**src/rtl/i2c_pkg.sv**
```systemverilog
// Shared I2C constants and the arbiter FSM state encoding used by the
// requester-sharing logic in front of the I2C core.
package i2c_pkg;

   localparam int I2C_ADDR_W      = 7;
   localparam int I2C_DATA_W      = 8;
   localparam int I2C_TIMEOUT_DEF = 65535;

   typedef enum logic [1:0] {
      ST_IDLE      = 2'd0,
      ST_ISSUE     = 2'd1,
      ST_WAIT_DONE = 2'd2,
      ST_RESP      = 2'd3
   } arb_state_t;

endpackage

```
**src/rtl/rr_arb.sv**
```systemverilog
// Combinational round-robin selector: first set request at or above ptr,
// wrapping around; returns one-hot grant plus its binary index.
module rr_arb #(
   parameter int unsigned N     = 4,
   parameter int unsigned IDX_W = (N > 1) ? $clog2(N) : 1
) (
   input  logic [N-1:0]     req,
   input  logic [IDX_W-1:0] ptr,
   output logic             any,
   output logic [N-1:0]     gnt,
   output logic [IDX_W-1:0] idx
);

   int unsigned j;

   always_comb begin
      any = 1'b0;
      gnt = '0;
      idx = '0;
      j   = 0;
      for (int unsigned i = 0; i < N; i++) begin
         j = (32'(ptr) + i) % N;
         if (!any && req[j]) begin
            any    = 1'b1;
            gnt[j] = 1'b1;
            idx    = IDX_W'(j);
         end
      end
   end

endmodule

```
**src/rtl/i2c_req_arbiter.sv**
```systemverilog
// Shares one I2C core among NREQ requesters: round-robin pick, latch the
// winner's command, issue it, wait for done/timeout, return the response.
module i2c_req_arbiter
   import i2c_pkg::*;
#(
   parameter int NREQ        = 4,
   parameter int TIMEOUT_CYC = I2C_TIMEOUT_DEF,
   parameter int CNT_W       = 16
) (
   input  logic                         clk,
   input  logic                         rst,
   input  logic [NREQ-1:0]              req,
   input  logic [I2C_ADDR_W*NREQ-1:0]   req_addr,
   input  logic [NREQ-1:0]              req_r_w,
   input  logic [I2C_DATA_W*NREQ-1:0]   req_wdata,
   output logic [NREQ-1:0]              gnt,
   output logic [NREQ-1:0]              rsp_valid,
   output logic [I2C_DATA_W-1:0]        rsp_rdata,
   output logic                         rsp_err,
   output logic                         rsp_timeout,
   output logic                         i2c_new_dat,
   output logic [I2C_ADDR_W-1:0]        i2c_addr,
   output logic                         i2c_r_w,
   output logic [I2C_DATA_W-1:0]        i2c_dat_in,
   input  logic [I2C_DATA_W-1:0]        i2c_dat_out,
   input  logic                         i2c_busy,
   input  logic                         i2c_ack_err,
   input  logic                         i2c_done
);

   localparam int IDX_W = (NREQ > 1) ? $clog2(NREQ) : 1;

   arb_state_t              state_q, state_d;
   logic [IDX_W-1:0]        rr_ptr_q, rr_ptr_d;
   logic [IDX_W-1:0]        sel_q, sel_d;
   logic [NREQ-1:0]         gnt_q, gnt_d;
   logic [NREQ-1:0]         rsp_valid_q, rsp_valid_d;
   logic [I2C_DATA_W-1:0]   rsp_rdata_q, rsp_rdata_d;
   logic                    rsp_err_q, rsp_err_d;
   logic                    rsp_timeout_q, rsp_timeout_d;
   logic                    new_dat_q, new_dat_d;
   logic [I2C_ADDR_W-1:0]   addr_q, addr_d;
   logic                    r_w_q, r_w_d;
   logic [I2C_DATA_W-1:0]   dat_in_q, dat_in_d;
   logic [CNT_W-1:0]        cnt_q, cnt_d;
   logic                    err_flag_q, err_flag_d;

   logic                    arb_any;
   logic [NREQ-1:0]         arb_gnt;
   logic [IDX_W-1:0]        arb_idx;

   rr_arb #(
      .N     (NREQ),
      .IDX_W (IDX_W)
   ) u_rr_arb (
      .req (req),
      .ptr (rr_ptr_q),
      .any (arb_any),
      .gnt (arb_gnt),
      .idx (arb_idx)
   );

   always_comb begin
      state_d       = state_q;
      rr_ptr_d      = rr_ptr_q;
      sel_d         = sel_q;
      gnt_d         = gnt_q;
      rsp_valid_d   = '0;
      rsp_rdata_d   = rsp_rdata_q;
      rsp_err_d     = rsp_err_q;
      rsp_timeout_d = rsp_timeout_q;
      new_dat_d     = 1'b0;
      addr_d        = addr_q;
      r_w_d         = r_w_q;
      dat_in_d      = dat_in_q;
      cnt_d         = cnt_q;
      err_flag_d    = err_flag_q;
      case (state_q)
         ST_IDLE: begin
            if (arb_any) begin
               sel_d    = arb_idx;
               gnt_d    = arb_gnt;
               addr_d   = req_addr[int'(arb_idx)*I2C_ADDR_W +: I2C_ADDR_W];
               r_w_d    = req_r_w[arb_idx];
               dat_in_d = req_wdata[int'(arb_idx)*I2C_DATA_W +: I2C_DATA_W];
               state_d  = ST_ISSUE;
            end
         end
         ST_ISSUE: begin
            if (!i2c_busy) begin
               new_dat_d  = 1'b1;
               cnt_d      = '0;
               err_flag_d = 1'b0;
               state_d    = ST_WAIT_DONE;
            end
         end
         ST_WAIT_DONE: begin
            cnt_d      = cnt_q + 1'b1;
            err_flag_d = err_flag_q | i2c_ack_err;
            // Response is registered on entry to RESP so rsp_valid and the
            // gnt drop coincide with the RESP cycle; done beats timeout.
            if (i2c_done) begin
               rsp_rdata_d   = i2c_dat_out;
               rsp_err_d     = err_flag_q | i2c_ack_err;
               rsp_timeout_d = 1'b0;
               rsp_valid_d   = gnt_q;
               gnt_d         = '0;
               state_d       = ST_RESP;
            end else if (cnt_q == CNT_W'(TIMEOUT_CYC - 1)) begin
               rsp_rdata_d   = '0;
               rsp_err_d     = 1'b1;
               rsp_timeout_d = 1'b1;
               rsp_valid_d   = gnt_q;
               gnt_d         = '0;
               state_d       = ST_RESP;
            end
         end
         ST_RESP: begin
            rr_ptr_d = (sel_q == IDX_W'(NREQ - 1)) ? '0 : sel_q + 1'b1;
            state_d  = ST_IDLE;
         end
         default: state_d = ST_IDLE;
      endcase
   end

   always_ff @(posedge clk) begin
      if (rst) begin
         state_q       <= ST_IDLE;
         rr_ptr_q      <= '0;
         sel_q         <= '0;
         gnt_q         <= '0;
         rsp_valid_q   <= '0;
         rsp_rdata_q   <= '0;
         rsp_err_q     <= 1'b0;
         rsp_timeout_q <= 1'b0;
         new_dat_q     <= 1'b0;
         addr_q        <= '0;
         r_w_q         <= 1'b0;
         dat_in_q      <= '0;
         cnt_q         <= '0;
         err_flag_q    <= 1'b0;
      end else begin
         state_q       <= state_d;
         rr_ptr_q      <= rr_ptr_d;
         sel_q         <= sel_d;
         gnt_q         <= gnt_d;
         rsp_valid_q   <= rsp_valid_d;
         rsp_rdata_q   <= rsp_rdata_d;
         rsp_err_q     <= rsp_err_d;
         rsp_timeout_q <= rsp_timeout_d;
         new_dat_q     <= new_dat_d;
         addr_q        <= addr_d;
         r_w_q         <= r_w_d;
         dat_in_q      <= dat_in_d;
         cnt_q         <= cnt_d;
         err_flag_q    <= err_flag_d;
      end
   end

   assign gnt         = gnt_q;
   assign rsp_valid   = rsp_valid_q;
   assign rsp_rdata   = rsp_rdata_q;
   assign rsp_err     = rsp_err_q;
   assign rsp_timeout = rsp_timeout_q;
   assign i2c_new_dat = new_dat_q;
   assign i2c_addr    = addr_q;
   assign i2c_r_w     = r_w_q;
   assign i2c_dat_in  = dat_in_q;

endmodule

```
**config.mk**
```make
export PLATFORM = sky130hd
export DESIGN_NAME = i2c_req_arbiter
export DESIGN_NICKNAME = d
export VERILOG_FILES = /design/src/rtl/i2c_pkg.sv /design/src/rtl/rr_arb.sv /design/src/rtl/i2c_req_arbiter.sv
export SDC_FILE = /design/constraint.sdc
export NUM_CORES = 1
export LEC_CHECK = 0
export CORE_MARGIN = 2
export CORE_UTILIZATION = 43
export CTS_BUF_LIST = sky130_fd_sc_hd__clkbuf_8
export CTS_CLUSTER_SIZE = 10
export DETAILED_ROUTE_END_ITERATION = 16
export PLACE_DENSITY = 0.78
export SYNTH_ARGS = -nofsm -noshare
export SYNTH_HDL_FRONTEND = slang
export SYNTH_SLANG_ARGS = --single-unit
```
**constraint.sdc**
```tcl
create_clock -name clk -period 3 [get_ports clk]
set_clock_uncertainty 0.2 [all_clocks]
set_input_delay 0.6 -clock clk [delete_from_list [all_inputs] [get_ports clk]]
set_output_delay 0.6 -clock clk [all_outputs]
set_load 0.02 [all_outputs]
```
# Word level (Yosys, flattened, before mapping)
# Cells that the tools add are included.
classes:
  addsub: 5
  multipliers: 1
  div_mod_pow: 0
  n_lt_le_gt_ge: 9
  n_eq_ne: 8
  shift: 2
  mux: 52
  n_bitwise: 6
  reduce_logical: 21
ops:
  columns: ["operator", "count"]
  rows:
  - ["$mux W4", 9]
  - ["$pmux W16 S2", 1]
  - ["$shiftx A32 B6 Y8", 1]
  - ["$shiftx A28 B6 Y7", 1]
  - ["$mux W1", 18]
  - ["$mux W2", 9]
  - ["$add A16 B1 Y16 const B", 1]
  - ["$eq A16 B16 Y1 const B", 1]
  - ["$mux W16", 1]
  - ["$mux W8", 2]
  - ["$lt A2 B3 Y1 const B", 5]
  - ["$or A4 B4 Y4", 3]
  - ["$bmux W1 S2", 5]
  - ["$demux W1 S2", 4]
  - ["$ge A2 B1 Y1 const B", 4]
  - ["$pmux W2 S4", 1]
  - ["$pmux W4 S2", 1]
  - ["$logic_and A1 B1 Y1", 7]
  - ["$eq A2 B2 Y1 const B", 3]
  - ["$reduce_and A2 Y1", 3]
  - ["$reduce_and A3 Y1", 2]
  - ["$reduce_bool A2 Y1", 3]
  - ["$mul A2 B3 Y5 const B", 1]
  - ["$add A2 B1 Y2 const B", 2]
  - ["other kinds (10)", 16]
totals:
  register_bits: 58
  latch_bits: 0
  mem_bits_rw: 0
  rom_bits: 0
  in_bits: 81
  output_inout_bits: 35
  elab_cells: 118
  n_memories: 0

# Logic depth before layout (Yosys ltp)
# Gate-level depths: netlist (run 1).
logic_depth:
  word_depth: 14
  depth_mapped: 12
  ltp_nobuf: 8

# Modules after synthesis
# Synthesis (run 1) repeated with hierarchy kept, for this count alone.
unflattened:
  hier_cells: 336
  area_unflattened_um2: 3201.8
modules_own_cells:
  columns: ["module", "instances", "cells_per_inst", "area_per_inst_um2", "seq_area_each_um2"]
  rows:
  - ["i2c_req_arbiter", 1, 291, 2782.7, 1161.1]
  - ["rr_arb", 1, 45, 419.2, 0.0]

# Worst setup path after synthesis (run 1)
# No wires, ideal clock.
synth_path:
  path_type: "flip-flop to flip-flop"
  start: "register rr_ptr_q[1]"
  end: "register addr_q[6], in the netlist i2c_addr[6]"
  setup_ps: 124
  arrival_time_ps: 2602
  required_ps: 2676
  slack_ps: 73
  path_stages_with_launch: 12
  path_buffers: 3
  period_less_slack_ps: 2927
  cell_sequence: "dfxtp_1 clkbuf_1 inv_1 ha_1 buf_6 or3b_1 a2111o_1 nand3_2 o211ai_4 buf_6 o31ai_1 a21oi_1"
synth_via:
  elab_chain_cells: 14
  word_cells_on_any_way: 28
  cone_classes: "3 x add/sub; 1 x mul; 1 x shift; 16 x mux; 7 x reduce/logical"
synth_rtl:
  columns: ["item", "line", "text"]
  rows:
  - ["start: declaration", "i2c_req_arbiter.sv:34", "logic [IDX_W-1:0] rr_ptr_q, rr_ptr_d;"]
  - ["start signal: assignment", "i2c_req_arbiter.sv:144", "rr_ptr_q <= rr_ptr_d;"]
  - ["parallel branches: the longest is 14 deep, another holds $mul A2 B3 Y5", null, null]
  - ["end signal: assignment", "i2c_req_arbiter.sv:152", "addr_q <= addr_d;"]
  - ["end: declaration", "i2c_req_arbiter.sv:42", "logic [I2C_ADDR_W-1:0] addr_q, addr_d;"]
# Several ways; the timed one is not identified. The select of a mux whose other input is x is not followed.
# A chain may end at the register's enable or synchronous reset.

# Final worst setup path (run 1)
layout_path:
  start: "input port req[0]"
  end: "register dat_in_q[0], in the netlist i2c_dat_in[0]"
layout_via:
  elab_chain_cells: 13
  word_cells_on_any_way: 24
  cone_classes: "1 x shift; 16 x mux; 7 x reduce/logical"
layout_rtl:
  columns: ["item", "line", "text"]
  rows:
  - ["start: declaration", "i2c_req_arbiter.sv:12", "input logic [NREQ-1:0] req,"]
  - ["$bmux W1 S2", "rr_arb.sv:23", "if (!any && req[j]) begin"]
  - ["$mux W1 (not written as such)", "rr_arb.sv:23", null]
  - ["$mux W1", "rr_arb.sv:23", null]
  - ["$logic_not A1 Y1", "rr_arb.sv:23", null]
  - ["$logic_and A1 B1 Y1", "rr_arb.sv:23", null]
  - ["$mux W1", "rr_arb.sv:23", null]
  - ["$logic_not A1 Y1", "rr_arb.sv:23", null]
  - ["$logic_and A1 B1 Y1", "rr_arb.sv:23", null]
  - ["$mux W1", "rr_arb.sv:23", null]
  - ["$logic_not A1 Y1", "rr_arb.sv:23", null]
  - ["$logic_and A1 B1 Y1", "rr_arb.sv:23", null]
  - ["$mux W2 or $mux W1 (tied branches)", "rr_arb.sv:23", null]
  - ["$shiftx A32 B6 Y8 or $reduce_and A2 Y1 (tied branches)", null, null]
  - ["end signal: assignment", "i2c_req_arbiter.sv:154", "dat_in_q <= dat_in_d;"]
  - ["end: declaration", "i2c_req_arbiter.sv:44", "logic [I2C_DATA_W-1:0] dat_in_q, dat_in_d;"]
# Several ways; a longest one is shown, not always the timed one. The select of a mux whose other input is x is not followed.

==> results of run 1 <==
==> cells in the final DEF, fill, tap and decap left out, types with 4 or more instances in the layout <==
| master | netlist | final |
|---|---|---|
| sky130_fd_sc_hd__nand2_1 | 34 | 34 |
| sky130_fd_sc_hd__inv_1 | 17 | 18 |
| sky130_fd_sc_hd__a221o_1 | 4 | 4 |
| sky130_fd_sc_hd__a21oi_1 | 18 | 18 |
| sky130_fd_sc_hd__a21o_1 | 14 | 14 |
| sky130_fd_sc_hd__nand3_1 | 20 | 20 |
| sky130_fd_sc_hd__and2_1 | 11 | 11 |
| sky130_fd_sc_hd__o21ai_0 | 5 | 5 |
| sky130_fd_sc_hd__a2111oi_0 | 6 | 6 |
| sky130_fd_sc_hd__a31oi_1 | 14 | 14 |
| sky130_fd_sc_hd__a211o_1 | 5 | 5 |
| sky130_fd_sc_hd__nor2_1 | 49 | 49 |
| sky130_fd_sc_hd__clkdlybuf4s50_1 | 0 | 115 |
| sky130_fd_sc_hd__o211ai_1 | 13 | 13 |
| sky130_fd_sc_hd__xor2_1 | 7 | 7 |
| sky130_fd_sc_hd__xnor2_1 | 5 | 5 |
| sky130_fd_sc_hd__a22oi_1 | 9 | 9 |
| sky130_fd_sc_hd__clkbuf_8 | 0 | 10 |
| sky130_fd_sc_hd__buf_4 | 2 | 26 |
| sky130_fd_sc_hd__dfxtp_1 | 58 | 58 |
| sky130_fd_sc_hd__mux2i_1 | 8 | 8 |
| sky130_fd_sc_hd__ha_1 | 16 | 16 |
| sky130_fd_sc_hd__a21boi_0 | 13 | 13 |
| sky130_fd_sc_hd__a211oi_1 | 5 | 5 |
| sky130_fd_sc_hd__a221oi_1 | 4 | 4 |
| sky130_fd_sc_hd__o21ai_1 | 16 | 15 |
| sky130_fd_sc_hd__and3_1 | 14 | 14 |
| sky130_fd_sc_hd__nand2b_1 | 6 | 6 |
| sky130_fd_sc_hd__buf_12 | 0 | 5 |
==> cell type report <==
| type | instances | area share [%] |
|---|---|---|
| multi-input cells | 331 | 42.2 |
| well taps | 105 | 2.55 |
| flip-flops and latches | 58 | 22.6 |
| repair buffers | 146 | 28.1 |
| inverters | 17 | 1.24 |
| clock inverters | 6 | 0.656 |
| clock buffers | 10 | 2.67 |
==> metal layers <==
metal | routed length, um | vias up
li1 | - | 1838
met1 | 4390 | 1716
met2 | 4830 | 133
met3 | 589 | 6
met4 | 59 | 0
met5 | 0 | -
==> critical path, cell delays in order <==
cell,delay (ns)
sky130_fd_sc_hd__clkdlybuf4s50_1,0.49
sky130_fd_sc_hd__mux4_2,0.53
sky130_fd_sc_hd__o21bai_2,0.21
sky130_fd_sc_hd__and2_1,0.47
sky130_fd_sc_hd__o21ai_0,0.15
sky130_fd_sc_hd__a21o_1,0.19
sky130_fd_sc_hd__a31oi_1,0.16
==> sequential cells by signal (all words and copies together), names as in the netlist, 4 cells and up <==
signal      count
gnt             4
i2c_addr        7
i2c_dat_in      8
rsp_valid       4
rsp_rdata       8
cnt_q          16
==> cell families after synthesis <==
group | count (synthesis) | share of synthesized area [%]
AO/OA/AOI/OAI | 141 | 27.9
XOR/XNOR | 12 | 2.93
adder cells (fa/ha/maj) | 16 | 5.58
buffers and inverters | 54 | 7.19
flip-flops | 58 | 32.4
multiplexers | 11 | 3.80
AND/OR/NAND/NOR | 151 | 20.3
==> report_power, final <==
part | internal, uW | switching (uW) | total (uW)
registers | 921 | 107 | 1030
clock network | 314 | 303 | 617
logic | 804 | 923 | 1730
==> metrics by stage <==
| step | total power, uW | setup slack, ns | util (%) | hold slack (ns) | cell area (um^2) |
|---|---|---|---|---|---|
| CTS | 3390 | 0.268 | 63.3 | 0.267 | 5150 |
| global route | 3610 | 0.0755 | 63.3 | 0.297 | 5150 |
| global placement | 2730 | 0.0510 | 61.2 | 0.249 | 4970 |
| finish | 3370 | 0.248 | 63.3 | 0.265 | 5150 |
| detailed placement | 2760 | -0.0796 | 61.2 | 0.257 | 4970 |
| floorplan | 2090 | 0.0733 | - | 0.258 | 3590 |
==> worst min path at each step <==
stage | start | endpoint | slack (ns) | depth (start not counted)
global placement | rsp_timeout$_SDFFE_PP0P_ | rsp_timeout$_SDFFE_PP0P_ | 0.25 | 2
global route | rsp_err$_SDFFE_PP0P_ | rsp_err$_SDFFE_PP0P_ | 0.30 | 2
detailed placement | rsp_timeout$_SDFFE_PP0P_ | rsp_timeout$_SDFFE_PP0P_ | 0.26 | 2
CTS | rsp_timeout$_SDFFE_PP0P_ | rsp_timeout$_SDFFE_PP0P_ | 0.27 | 2
finish | rsp_timeout$_SDFFE_PP0P_ | rsp_timeout$_SDFFE_PP0P_ | 0.26 | 2
floorplan | cnt_q[15]$_SDFFE_PP0P_ | cnt_q[15]$_SDFFE_PP0P_ | 0.26 | 2
==> impl_metrics.prom, run 1 <==
# TYPE chip_impl_metric gauge
chip_impl_metric{name="design.core.area",unit="um^2"} 8130
chip_impl_metric{name="number_of_buffers_created_by_cts",unit=""} 9
chip_impl_info{name="worst_setup_path_endpoint",value="i2c_dat_in[0]$_SDFFE_PP0P_"} 1
chip_impl_metric{name="async_reset_ff_share",unit="%"} 0
chip_impl_metric{name="die_h",unit="um"} 95.3
chip_impl_metric{name="r2r.worst_path.cells",unit=""} 7
chip_impl_metric{name="r2r_setup_slack",unit="ns"} 0.29
chip_impl_info{name="cts_tree",value="done"} 1
chip_impl_metric{name="finalWorstPathRequiredPeriod",unit="ns"} 2.75
chip_impl_info{name="cts_root_buf",value="sky130_fd_sc_hd__clkbuf_8"} 1
chip_impl_metric{name="detailedRoute.firstIterationViolations",unit=""} 170
chip_impl_info{name="synth_flop_cell",value="sky130_fd_sc_hd__dfxtp_1"} 1
chip_impl_metric{name="synth-seq-area-share",unit="%"} 32.4
chip_impl_metric{name="groute.layer.met2.usage",unit="%"} 37.2
chip_impl_metric{name="maxCapViolations",unit=""} 0
chip_impl_metric{name="gr-usage-all-layers",unit="%"} 22.7
chip_impl_metric{name="maxClockFrequency",unit="MHz"} 363
chip_impl_info{name="min_path_type",value="reg -> reg"} 1
chip_impl_metric{name="cts_sinks",unit=""} 58
chip_impl_metric{name="wl_per_cell",unit="um"} 14.7
chip_impl_metric{name="grt_pass1_vias",unit=""} 3623
chip_impl_metric{name="slew_viol_final",unit=""} 0
chip_impl_metric{name="crit_arrival",unit="ns"} 2.81
chip_impl_metric{name="flow.area_growth_from_synthesis",unit="%"} 43.5
chip_impl_metric{name="post-place-cells",unit=""} 657
chip_impl_metric{name="synth_enable_flop_cells",unit=""} 0
chip_impl_metric{name="floorplan.die_area",unit="um^2"} 9090
chip_impl_metric{name="clock_tree.buffer_depth",unit=""} 2
chip_impl_metric{name="leakagePower",unit="uW"} 0.00194
chip_impl_metric{name="multiInputGateArea",unit="um^2"} 2170
chip_impl_info{name="endpoint_kind",value="flip-flop"} 1
chip_impl_metric{name="path_max_fanout",unit=""} 13
chip_impl_metric{name="relSlewSlack",unit="%"} 64.2
chip_impl_metric{name="gp_congestion",unit=""} 0.891
chip_impl_metric{name="initial_antenna_violation_count",unit=""} 0
chip_impl_metric{name="ctsHoldBuffers",unit=""} 0
chip_impl_metric{name="dpl.hpwl",unit="mm"} 7.44
chip_impl_metric{name="netlist.area_leader.share",unit="%"} 32.4
chip_impl_metric{name="cts_max_level",unit=""} 3
chip_impl_metric{name="viasPerCell",unit=""} 5.49
chip_impl_info{name="rsz0062_at_grt",value="false"} 1
chip_impl_metric{name="floorplan.io_pins",unit=""} 116
chip_impl_metric{name="fill_cell_count",unit=""} 694
chip_impl_info{name="synth_most_common_cell",value="sky130_fd_sc_hd__dfxtp_1"} 1
chip_impl_metric{name="area.sequential",unit="um^2"} 1160
chip_impl_metric{name="rows",unit=""} 33
chip_impl_metric{name="grt_overflow_total",unit=""} 0
chip_impl_metric{name="finish.net_count",unit=""} 660
chip_impl_info{name="cell_accounting_for_the_most_synthesized_area",value="sky130_fd_sc_hd__dfxtp_1"} 1
chip_impl_metric{name="irDropWorstVdd",unit="V"} 0.000279
chip_impl_metric{name="timing_hold_violations_final",unit=""} 0
chip_impl_info{name="worst-setup-path-type",value="in -> reg"} 1
chip_impl_metric{name="worst-endpoint-required",unit="ns"} 3.06
chip_impl_metric{name="powerDensity",unit="nW/um^2"} 656
chip_impl_metric{name="clock_latency",unit="ns"} 0.33
chip_impl_metric{name="syn_area_per_cell",unit="um^2"} 8.10
chip_impl_metric{name="initial_core_util",unit="%"} 44.1
chip_impl_metric{name="synth_area",unit="um^2"} 3590
chip_impl_metric{name="post_cts.repair.setup_buffers",unit=""} 0
chip_impl_metric{name="grt_first_pass_wirelength",unit="mm"} 16.5
chip_impl_metric{name="dieWidth",unit="um"} 95.3
chip_impl_metric{name="remaining_drc_errors",unit=""} 0
chip_impl_info{name="grt.busiest_layer",value="met2"} 1
chip_impl_metric{name="detailedRoute.firstPassIterationCount",unit=""} 5
chip_impl_metric{name="synthCells",unit=""} 443
chip_impl_metric{name="post_cts.resized_instances",unit=""} 0
chip_impl_metric{name="maximum_number_of_pins_on_one_net_before_global_route_repair",unit=""} 36
chip_impl_metric{name="antenna_cells",unit=""} 0
chip_impl_metric{name="finalNonFillerCells",unit=""} 673
chip_impl_metric{name="finalWirelength",unit="mm"} 9.87
chip_impl_metric{name="worst_slew_pin_slew",unit="ns"} 0.537
chip_impl_metric{name="drive_gt1_share",unit="%"} 9.68
chip_impl_info{name="reg_to_reg_end",value="i2c_dat_in[0]$_SDFFE_PP0P_"} 1
chip_impl_info{name="netlist_top_cells_count",value="sky130_fd_sc_hd__dfxtp_1 (58), sky130_fd_sc_hd__nor2_1 (49), sky130_fd_sc_hd__nand2_1 (34)"} 1
chip_impl_metric{name="route.vias.total",unit=""} 3693
chip_impl_metric{name="ys.warnings.count",unit=""} 0
chip_impl_info{name="timing.critical_path.from_type",value="input port"} 1
chip_impl_info{name="post_synth_main_area_contributors",value="sky130_fd_sc_hd__dfxtp_1 (32%), sky130_fd_sc_hd__ha_1 (5.6%), sky130_fd_sc_hd__nor2_1 (5.1%)"} 1
chip_impl_metric{name="detail-route-antenna-nets",unit=""} 0
chip_impl_metric{name="timing.final.setup_violations",unit=""} 0
chip_impl_metric{name="fin_tns_setup",unit="ns"} 0
chip_impl_metric{name="ys_ff_latch",unit=""} 58
chip_impl_metric{name="met1_capacity_usage_during_global_routing",unit="%"} 30.1
chip_impl_metric{name="cts.reportedPaths.clkPinSlew",unit="ns"} 0.07
chip_impl_metric{name="period_share",unit="%"} 91.7
chip_impl_info{name="critPathLaunch",value="req[0]"} 1
chip_impl_info{name="worstReg2RegStart",value="rr_ptr_q[0]$_SDFFE_PP0N_"} 1
chip_impl_metric{name="synth_nets",unit=""} 540
chip_impl_metric{name="portBuffers",unit=""} 115
chip_impl_info{name="outcome",value="complete, no violations"} 1
chip_impl_metric{name="globalRouteMet3Util",unit="%"} 4.58
chip_impl_metric{name="synth.lib_cells_used.distinct",unit=""} 54
Note: power is estimated with default switching activity, not from simulation.
==> run 2: changes to the inputs <==
- ABC_CLOCK_PERIOD_IN_PS: default -> 3000
- CORE_MARGIN: 2 -> default
- CORE_UTILIZATION: 43 -> 42
- CTS_BUF_LIST: sky130_fd_sc_hd__clkbuf_8 -> sky130_fd_sc_hd__clkbuf_8 sky130_fd_sc_hd__clkbuf_16
- PLACE_DENSITY: 0.78 -> 0.77
==> run 2 against run 1 <==
Compared with the run above:
- sequential share of layout area about the same
- highest routed layer unchanged
- via count down 1.6%
- sequential cell count unchanged
- global-route usage up 0.16 points
- maximum frequency down 0.82%
- critical path depth up 1
- cell count down 0.89%
- first-iteration DRC count down 21%
- non-clock buffer count down 6
- wire length up 0.75%
- total power up 5.9%
- largest cell class unchanged
==> impl_metrics.prom, run 2 (synthesis results as in run 1) <==
# TYPE chip_impl_metric gauge
chip_impl_metric{name="period_share",unit="%"} 92.5
chip_impl_metric{name="finalWorstPathRequiredPeriod",unit="ns"} 2.78
chip_impl_info{name="critical_path.slowest_cell",value="sky130_fd_sc_hd__ha_1"} 1
chip_impl_info{name="cts_tree",value="done"} 1
chip_impl_metric{name="detailedRoute.firstPassIterationCount",unit=""} 4
chip_impl_info{name="rsz0062_at_grt",value="false"} 1
chip_impl_metric{name="detailedRoute.firstIterationViolations",unit=""} 135
chip_impl_metric{name="cts_max_level",unit=""} 3
chip_impl_metric{name="floorplan.io_pins",unit=""} 116
chip_impl_metric{name="wl_per_cell",unit="um"} 14.9
chip_impl_metric{name="die_h",unit="um"} 94.4
chip_impl_metric{name="dpl.hpwl",unit="mm"} 7.41
chip_impl_metric{name="largest_register_ffs",unit=""} 16
chip_impl_info{name="outcome",value="complete, no violations"} 1
chip_impl_metric{name="dieWidth",unit="um"} 94.4
chip_impl_metric{name="grt_overflow_total",unit=""} 0
chip_impl_metric{name="finalWirelength",unit="mm"} 9.94
chip_impl_metric{name="worst_path_largest_cell_delay",unit="ns"} 0.42
chip_impl_metric{name="initial_core_util",unit="%"} 43.4
chip_impl_metric{name="design.core.area",unit="um^2"} 8260
chip_impl_metric{name="floorplan.die_area",unit="um^2"} 8910
chip_impl_metric{name="antenna_cells",unit=""} 0
chip_impl_metric{name="cts_sinks",unit=""} 58
chip_impl_metric{name="remaining_drc_errors",unit=""} 0
chip_impl_metric{name="worst_slew_pin_slew",unit="ns"} 0.930
chip_impl_metric{name="irDropWorstVdd",unit="V"} 0.000348
chip_impl_info{name="worst-setup-path-type",value="reg -> reg"} 1
chip_impl_metric{name="maxCapViolations",unit=""} 0
chip_impl_info{name="timing.critical_path.from_type",value="flip-flop"} 1
chip_impl_metric{name="slew_viol_final",unit=""} 0
chip_impl_metric{name="crit_arrival",unit="ns"} 2.79
chip_impl_metric{name="grt_pass1_vias",unit=""} 3595
chip_impl_info{name="cp_cell_sequence",value="inv_1, ha_1, or3b_1, a2111o_1, nand3_2, o211ai_4, o31ai_1, a21oi_1"} 1
chip_impl_metric{name="ctsHoldBuffers",unit=""} 0
chip_impl_info{name="endpoint_kind",value="flip-flop"} 1
chip_impl_metric{name="detail-route-antenna-nets",unit=""} 0
chip_impl_info{name="path_delay_family",value="compound AO/OA/AOI/OAI gates"} 1
chip_impl_metric{name="worst-endpoint-required",unit="ns"} 3.02
chip_impl_metric{name="post_cts.resized_instances",unit=""} 0
chip_impl_metric{name="portBuffers",unit=""} 115
chip_impl_info{name="min_path_type",value="reg -> reg"} 1
chip_impl_metric{name="leakagePower",unit="uW"} 0.00194
chip_impl_metric{name="viasPerCell",unit=""} 5.45
chip_impl_metric{name="initial_antenna_violation_count",unit=""} 0
chip_impl_metric{name="route.vias.total",unit=""} 3635
chip_impl_info{name="mostFrequentLayoutCells",value="sky130_fd_sc_hd__clkdlybuf4s50_1 (115), sky130_fd_sc_hd__dfxtp_1 (58), sky130_fd_sc_hd__nor2_1 (49)"} 1
chip_impl_metric{name="maximum_number_of_pins_on_one_net_before_global_route_repair",unit=""} 41
chip_impl_metric{name="clock_tree.buffer_depth",unit=""} 2
chip_impl_metric{name="cts.reportedPaths.clkPinSlew",unit="ns"} 0.07
chip_impl_metric{name="hold_slack",unit="ns"} 0.259
chip_impl_metric{name="flow.area_growth_from_synthesis",unit="%"} 43.7
chip_impl_metric{name="grt_first_pass_wirelength",unit="mm"} 16.0
chip_impl_metric{name="drive_gt1_share",unit="%"} 8.90
chip_impl_metric{name="maxClockFrequency",unit="MHz"} 360
chip_impl_metric{name="powerDensity",unit="nW/um^2"} 693
chip_impl_metric{name="timing_hold_violations_final",unit=""} 0
chip_impl_metric{name="fill_cell_count",unit=""} 718
chip_impl_metric{name="finish.net_count",unit=""} 654
chip_impl_info{name="cts_root_buf",value="sky130_fd_sc_hd__clkbuf_8"} 1
chip_impl_metric{name="clock_latency",unit="ns"} 0.33
chip_impl_metric{name="rows",unit=""} 33
chip_impl_metric{name="number_of_buffers_created_by_cts",unit=""} 9
chip_impl_metric{name="gp_congestion",unit=""} 0.892
chip_impl_metric{name="path_max_fanout",unit=""} 16
chip_impl_metric{name="relSlewSlack",unit="%"} 37.8
chip_impl_info{name="final_common_cell",value="sky130_fd_sc_hd__clkdlybuf4s50_1"} 1
chip_impl_metric{name="fin_tns_setup",unit="ns"} 0
chip_impl_metric{name="timing.final.setup_violations",unit=""} 0
chip_impl_metric{name="critical_path.n_buffers_inverters",unit=""} 1
chip_impl_metric{name="post_cts.repair.setup_buffers",unit=""} 0
chip_impl_metric{name="gr-usage-all-layers",unit="%"} 22.8
chip_impl_info{name="registers.top_by_ff_count",value="cnt_q"} 1
[run 2: cell count changes in the layout (fill, tap and decap cells not counted), sizes merged]
cell	previous run	this run
clkbuf	10	12
clkinvlp	2	1
inv	18	17
bufinv	0	2
buf	31	25
clkinv	3	1
[run 2: final timing paths]
path	endpoint	slack, ns	cells after the start	start
worst min-delay path	rsp_timeout$_SDFFE_PP0P_	0.26	2	rsp_timeout$_SDFFE_PP0P_
worst max-delay path	i2c_dat_in[5]$_SDFFE_PP0P_	0.22	8	rr_ptr_q[1]$_SDFFE_PP0N_
worst max register to register	i2c_dat_in[5]$_SDFFE_PP0P_	0.22	8	rr_ptr_q[1]$_SDFFE_PP0N_
worst min register to register	rsp_timeout$_SDFFE_PP0P_	0.26	2	rsp_timeout$_SDFFE_PP0P_
[run 2: cell type report]
class                      instances  area, um^2  area share [%]
sequential                        58        1160            22.5
timing repair buffer             140        1390            26.9
tap                              105         131            2.55
multi-input combinational        331        2170            42.1
clock buffer                      12         165            3.20
clock inverter                     4        72.6            1.41
inverter                          17        63.8            1.24
[run 2: power by group]
| group | total (uW) | switching [uW] | internal, uW |
|---|---|---|---|
| Sequential | 1020 | 102 | 921 |
| Combinational | 1700 | 919 | 778 |
| Clock | 851 | 317 | 534 |
[run 2: tightest hold or removal path, delay by kind of cell, from the launching register on]
kind,cells,cell delay [ns]
compound gates,1,0.05
buf+inv,1,0.05
flops,1,0.31
[run 2: stage by stage]
| step | area, um^2 | setup WS [ns] | std cells | util (%) | power, uW |
|---|---|---|---|---|---|
| 2_1_floorplan | 3590 | 0.0733 | 443 | - | 2090 |
| 3_3_place_gp | 4920 | -0.0292 | 651 | 59.5 | 2690 |
| 3_5_place_dp | 4920 | -0.108 | 651 | 59.5 | 2720 |
| 4_1_cts | 5150 | 0.243 | 667 | 62.4 | 3580 |
| 5_1_grt | 5150 | 0.0249 | 667 | 62.4 | 3800 |
| 6_report | 5150 | 0.225 | 667 | 62.4 | 3570 |
[run 2: layer usage]
metal | GRT usage (%) | up-vias | share of wire (%)
li1 | - | 1821 | -
met1 | 27.5 | 1662 | 43
met2 | 38.9 | 136 | 49
met3 | 5.64 | 16 | 6.2
met4 | 8.85 | 0 | 1.5
met5 | 0 | - | 0
==> run 3: changes to the inputs <==
- SKIP_CTS_REPAIR_TIMING: default -> 1
==> results of run 3 <==
Same layout as run 2: the final DEF is identical, and so are final timing and power.
